--- src/rtl/gpu_pkg.sv ---
// Shared types and widths for the per-core block-dispatch logic.
package gpu_pkg;

   localparam int BLOCK_ID_W  = 8;
   localparam int THREAD_ID_W = 8;

   typedef enum logic [1:0] {
      IDLE   = 2'd0,
      LAUNCH = 2'd1,
      RUN    = 2'd2,
      DONE   = 2'd3
   } blk_state_t;

endpackage

--- src/rtl/thread_ret_tracker.sv ---
// Per-lane retirement mask with an all-active-lanes-retired compare.
module thread_ret_tracker #(
   parameter int LANES = 4
) (
   input  logic             clk,
   input  logic             reset,
   input  logic             clr,
   input  logic             en,
   input  logic [LANES-1:0] thread_ret,
   input  logic [LANES-1:0] thread_enable,
   output logic             all_ret
);

   logic [LANES-1:0] ret_mask_q;
   logic [LANES-1:0] ret_mask_d;
   logic [LANES-1:0] ret_now;

   // Accumulate RETs on enabled lanes only; clear has priority.
   always_comb begin
      ret_now    = thread_ret & thread_enable;
      ret_mask_d = ret_mask_q;
      if (clr) begin
         ret_mask_d = '0;
      end else if (en) begin
         ret_mask_d = ret_mask_q | ret_now;
      end
   end

   // Includes this cycle's RETs so the final retirement completes on its own edge.
   assign all_ret = ((ret_mask_q | ret_now) == thread_enable);

   // Mask register.
   always_ff @(posedge clk or negedge reset) begin
      if (!reset) begin
         ret_mask_q <= '0;
      end else begin
         ret_mask_q <= ret_mask_d;
      end
   end

endmodule

--- src/rtl/core_block_ctrl.sv ---
// Per-core responder: accepts a block assignment, launches the pipeline,
// tracks lane retirement and holds core_done until a soft reset.
//
// state  | meaning
// IDLE   | waiting for core_start; latches block id / lane mask on accept
// LAUNCH | one-cycle launch pulse to the pipeline; RETs already counted
// RUN    | waiting for every enabled lane to retire
// DONE   | core_done held until core_reset
module core_block_ctrl
   import gpu_pkg::*;
#(
   parameter int THREADS_PER_BLOCK = 4,
   parameter int TC_W              = $clog2(THREADS_PER_BLOCK) + 1
) (
   input  logic                                     clk,
   input  logic                                     reset,
   input  logic                                     core_reset,
   input  logic                                     core_start,
   input  logic [BLOCK_ID_W-1:0]                    core_block_id,
   input  logic [TC_W-1:0]                          core_thread_count,
   input  logic [THREADS_PER_BLOCK-1:0]             thread_ret,
   output logic                                     core_done,
   output logic                                     launch,
   output logic [THREADS_PER_BLOCK-1:0]             thread_enable,
   output logic [BLOCK_ID_W-1:0]                    block_id,
   output logic [THREAD_ID_W*THREADS_PER_BLOCK-1:0] thread_id,
   output logic                                     cfg_err
);

   blk_state_t                   state_q, state_d;
   logic [THREADS_PER_BLOCK-1:0] thread_enable_q, thread_enable_d;
   logic [BLOCK_ID_W-1:0]        block_id_q, block_id_d;
   logic                         cfg_err_q, cfg_err_d;

   logic [THREADS_PER_BLOCK-1:0] start_mask;
   logic                         count_over;
   logic                         trk_clr;
   logic                         trk_en;
   logic                         all_ret;

   // Lane mask for an incoming assignment; counts above the lane total saturate.
   always_comb begin
      start_mask = '0;
      for (int i = 0; i < THREADS_PER_BLOCK; i++) begin
         start_mask[i] = (i < int'(core_thread_count));
      end
      count_over = (int'(core_thread_count) > THREADS_PER_BLOCK);
   end

   // Next-state logic; core_reset overrides everything but leaves block_id and cfg_err.
   always_comb begin
      state_d         = state_q;
      thread_enable_d = thread_enable_q;
      block_id_d      = block_id_q;
      cfg_err_d       = cfg_err_q;
      trk_clr         = 1'b0;
      trk_en          = 1'b0;
      if (core_reset) begin
         state_d         = IDLE;
         thread_enable_d = '0;
         trk_clr         = 1'b1;
      end else begin
         unique case (state_q)
            IDLE: begin
               if (core_start) begin
                  block_id_d      = core_block_id;
                  thread_enable_d = start_mask;
                  trk_clr         = 1'b1;
                  if (count_over) begin
                     cfg_err_d = 1'b1;
                  end
                  state_d = (core_thread_count == '0) ? DONE : LAUNCH;
               end
            end
            LAUNCH: begin
               trk_en  = 1'b1;
               state_d = RUN;
            end
            RUN: begin
               trk_en = 1'b1;
               if (all_ret) begin
                  state_d = DONE;
               end
            end
            DONE: begin
               state_d = DONE;
            end
            default: begin
               state_d = IDLE;
            end
         endcase
      end
   end

   // State and assignment registers.
   always_ff @(posedge clk or negedge reset) begin
      if (!reset) begin
         state_q         <= IDLE;
         thread_enable_q <= '0;
         block_id_q      <= '0;
         cfg_err_q       <= 1'b0;
      end else begin
         state_q         <= state_d;
         thread_enable_q <= thread_enable_d;
         block_id_q      <= block_id_d;
         cfg_err_q       <= cfg_err_d;
      end
   end

   thread_ret_tracker #(
      .LANES(THREADS_PER_BLOCK)
   ) u_tracker (
      .clk          (clk),
      .reset        (reset),
      .clr          (trk_clr),
      .en           (trk_en),
      .thread_ret   (thread_ret),
      .thread_enable(thread_enable_q),
      .all_ret      (all_ret)
   );

   // Global IDs wrap at 256; product formed at 16 bits before truncation.
   for (genvar g = 0; g < THREADS_PER_BLOCK; g++) begin : g_tid
      assign thread_id[g*THREAD_ID_W +: THREAD_ID_W] =
         THREAD_ID_W'(16'(block_id_q) * 16'(THREADS_PER_BLOCK) + 16'(g));
   end

   assign launch        = (state_q == LAUNCH);
   assign core_done     = (state_q == DONE);
   assign thread_enable = thread_enable_q;
   assign block_id      = block_id_q;
   assign cfg_err       = cfg_err_q;

endmodule

--- config.mk ---
export PLATFORM = sky130hd
export DESIGN_NAME = core_block_ctrl
export DESIGN_NICKNAME = d
export VERILOG_FILES = /design/src/rtl/gpu_pkg.sv /design/src/rtl/thread_ret_tracker.sv /design/src/rtl/core_block_ctrl.sv
export SDC_FILE = /design/constraint.sdc
export NUM_CORES = 1
export LEC_CHECK = 0
export ABC_CLOCK_PERIOD_IN_PS = 2700
export CORE_MARGIN = 4
export CORE_UTILIZATION = 30
export DETAILED_ROUTE_END_ITERATION = 16
export SKIP_CTS_REPAIR_TIMING = 1
export SYNTH_ARGS = -nofsm -noshare
export SYNTH_HDL_FRONTEND = slang
export SYNTH_SLANG_ARGS = --single-unit
--- constraint.sdc ---
create_clock -name clk -period 2.7 [get_ports clk]
set_input_delay 0.405 -clock clk [delete_from_list [all_inputs] [get_ports clk]]
set_output_delay 0.405 -clock clk [all_outputs]
set_load 0.01 [all_outputs]
==> run metrics <==
run status finished, final reports clean; Pint 1.12 mW; post-synthesis compound-gate area fraction 13.7%; CTS Buf Count 3; worst slew pin tran 0.860 ns; Gate power share 60.4%; Worst Skew 0.000824 ns; Reg clk slew, reported paths 0.07 ns; Slew Limit Headroom 42.5%; n_diodes 0; # fillers 375; antenna viol nets, final 0; Layout area overhead 35.9%; XOR/XNOR Fraction of Synth Area 0%; sequential group share of total power 28.6%; pwr/cell area 1040 nW/µm²; Clk pwr share 10.9%; Lkg Pwr 0.711 nW; GRT Resource Usage Total 9.77%; port buffer count 57; clk buf depth 2; CP Launch Type register; sequential-to-total area share from yosys stat 38.4%; HPWL after DPL 2120 µm; routed vias/inst 4.66; layout cells sized above 1 10.9%; total power 1.74 mW; Post-Route WL 2680 µm; Switching Power 623 µW; Max Slew Vio Count 0; Crit Path Category register to register; drt pass-1 iters 4; Final Setup Violations 0; DRC 0; Critical Path RT 2.84 ns; Netlist cell types 32; register area 475 µm²; Hold Fails Final Rpt 0; final setup TNS 0 ns; DR WL/cell 13.0 µm; DRT iter0 DRCs 19; Adder-Cell Fraction of Synth Area 5.06%; TritonCTS clock tree done; via count of the routed design 959; Synth async-reset ratio 100%; Initial Utilization 30.9%; area leader, netlist dfrtp_1; largest net degree at the start of global routing 20; I/O Pins 66; first-pass GRT wire length 4020 µm; share of the synthesized area in the top cell type 38.4%; Final WS setup 0.733 ns; number of core rows 23; Avg Synthesized Cell Area 9.98 µm²; Yosys reg bits 19; post-layout minimum cycle time 1.97 ns; Max Cap Violations 0; DIE WIDTH 72.2 µm; CP Capture Type register; number of global-route vias before repair 905; Main synth FF type dfrtp_1; Die Span Y 72.2 µm; H-Tree Level Count 1; CP arrival 2.10 ns; grt ovf 0; Die Area 5220 µm²; unrepaired setup endpoints after global routing false; main combinational cell family by area after synthesis buffers and inverters; Placer Congestion 0.785; Core Region 4000 µm²; clk sinks 19; synth top area cells dfrtp_1 (38%), buf_4 (20%), mux2_2 (7.3%); initial antenna violation count 0; Placement Setup Slack 0.495 ns; mux share of post-synthesis cell area 7.28%; maximum VDD drop 370 µV; yosys warns 0; footprint of the multi-input gates 512 µm²; worst skew pair latency 0.25 ns; Synth Cell Area 1240 µm²; worst hold path class register to register; Tcrit/Tclk final 72.9%; Crit Path Max Fanout 10; f_max 0.508 GHz; CTS root buf clkbuf_8; Sw Share 35.7%; post-layout net count 181; Post-Synthesis Cells 124; number of flops mapped to enable cells by yosys 0; simple-gate share of the synthesized area 12.9%
-- per-stage QoR --
step	util (%)	std cells	instance area [µm²]	hold slack, ns
finish	42.0	206	1680	0.498
global route	42.0	206	1680	0.523
CTS	42.0	206	1680	0.506
detailed placement	40.9	202	1640	0.486
global placement	40.9	202	1640	0.476
floorplan	-	130	1260	0.109
-- per-layer routing --
layer | up-vias | wire length, µm | global-route usage, %
met5 | - | 0 | 0
met2 | 61 | 1240 | 16.5
met4 | 0 | 17 | 1.88
met3 | 2 | 334 | 4.43
li1 | 450 | - | -
met1 | 446 | 1090 | 11.4
-- flip-flops by register name (all words and copies together), names as in the netlist --
signal and flops:
u_tracker.ret_mask_q 4, state_q 2, thread_enable 4, cfg_err 1
block_id 8
-- layout make-up --
type,instances,share of cell area [%]
clock buffers,3,2.46
clock inverters,1,0.298
inverters,4,0.893
multi-input cells,72,30.4
flip-flops and latches,19,28.3
well taps,50,3.72
repair buffers,57,33.9
-- path summary, 6_finish.rpt --
path | from | end | slack, ns | cells past startpoint
setup / recovery | state_q[0] | block_id[3] | 0.73 | 5
hold / removal | cfg_err | cfg_err | 0.50 | 1
setup reg to reg | state_q[0] | block_id[3] | 0.73 | 5
hold reg to reg | cfg_err | cfg_err | 0.50 | 1
max in group asynchronous | reset | block_id[6] | 1.53 | 1
min in group asynchronous | reset | thread_enable[0] | 0.64 | 1
-- power by group through the flow --
| stage | Sequential [mW] | Combinational [mW] | Clock (mW) |
|---|---|---|---|
| 5_1_grt | 0.519 | 1.12 | 0.219 |
| 4_1_cts | 0.502 | 1.07 | 0.203 |
| 6_report | 0.499 | 1.05 | 0.191 |
| 2_1_floorplan | 0.524 | 0.650 | 0 |
| 3_5_place_dp | 0.507 | 1.06 | 0 |
| 3_3_place_gp | 0.499 | 1.05 | 0 |
-- Yosys cell counts (all sizes together) (2+ instances only) --
cell	number
buf	35
o21ai	2
nand2	4
nor3	6
a21oi	2
nor4	2
mux2	8
a31oi	4
o21bai	2
nor2	9
nand2b	4
a211oi	2
inv	4
dfrtp	19
conb	2
ha	5
-- cells in the final DEF (no fill, tap or decap), types with 3 or more instances in the layout --
cell,n
mux2_2,8
nand2b_1,4
conb_1,8
nor2_1,9
a31oi_1,4
clkdlybuf4s50_1,57
ha_1,5
inv_1,3
nand2_1,4
nor3_1,6
dfrtp_1,19
clkbuf_8,3
-- cell families (layout without fill, tap and decap cells) --
family / Yosys count / in the layout
flops: 19 / 19
simple gates: 31 / 31
other cells: 2 / 8
buf+inv: 39 / 65
fa+ha+maj: 5 / 5
mux: 8 / 8
compound gates: 20 / 20
-- critical path: stages, from the launching register on --
cell,delay (ns)
dfrtp_1,0.43
inv_1,0.15
ha_1,0.22
and2_1,0.36
nand2b_1,0.33
mux2_2,0.37
No activity file was read; power rests on OpenSTA's default activity.
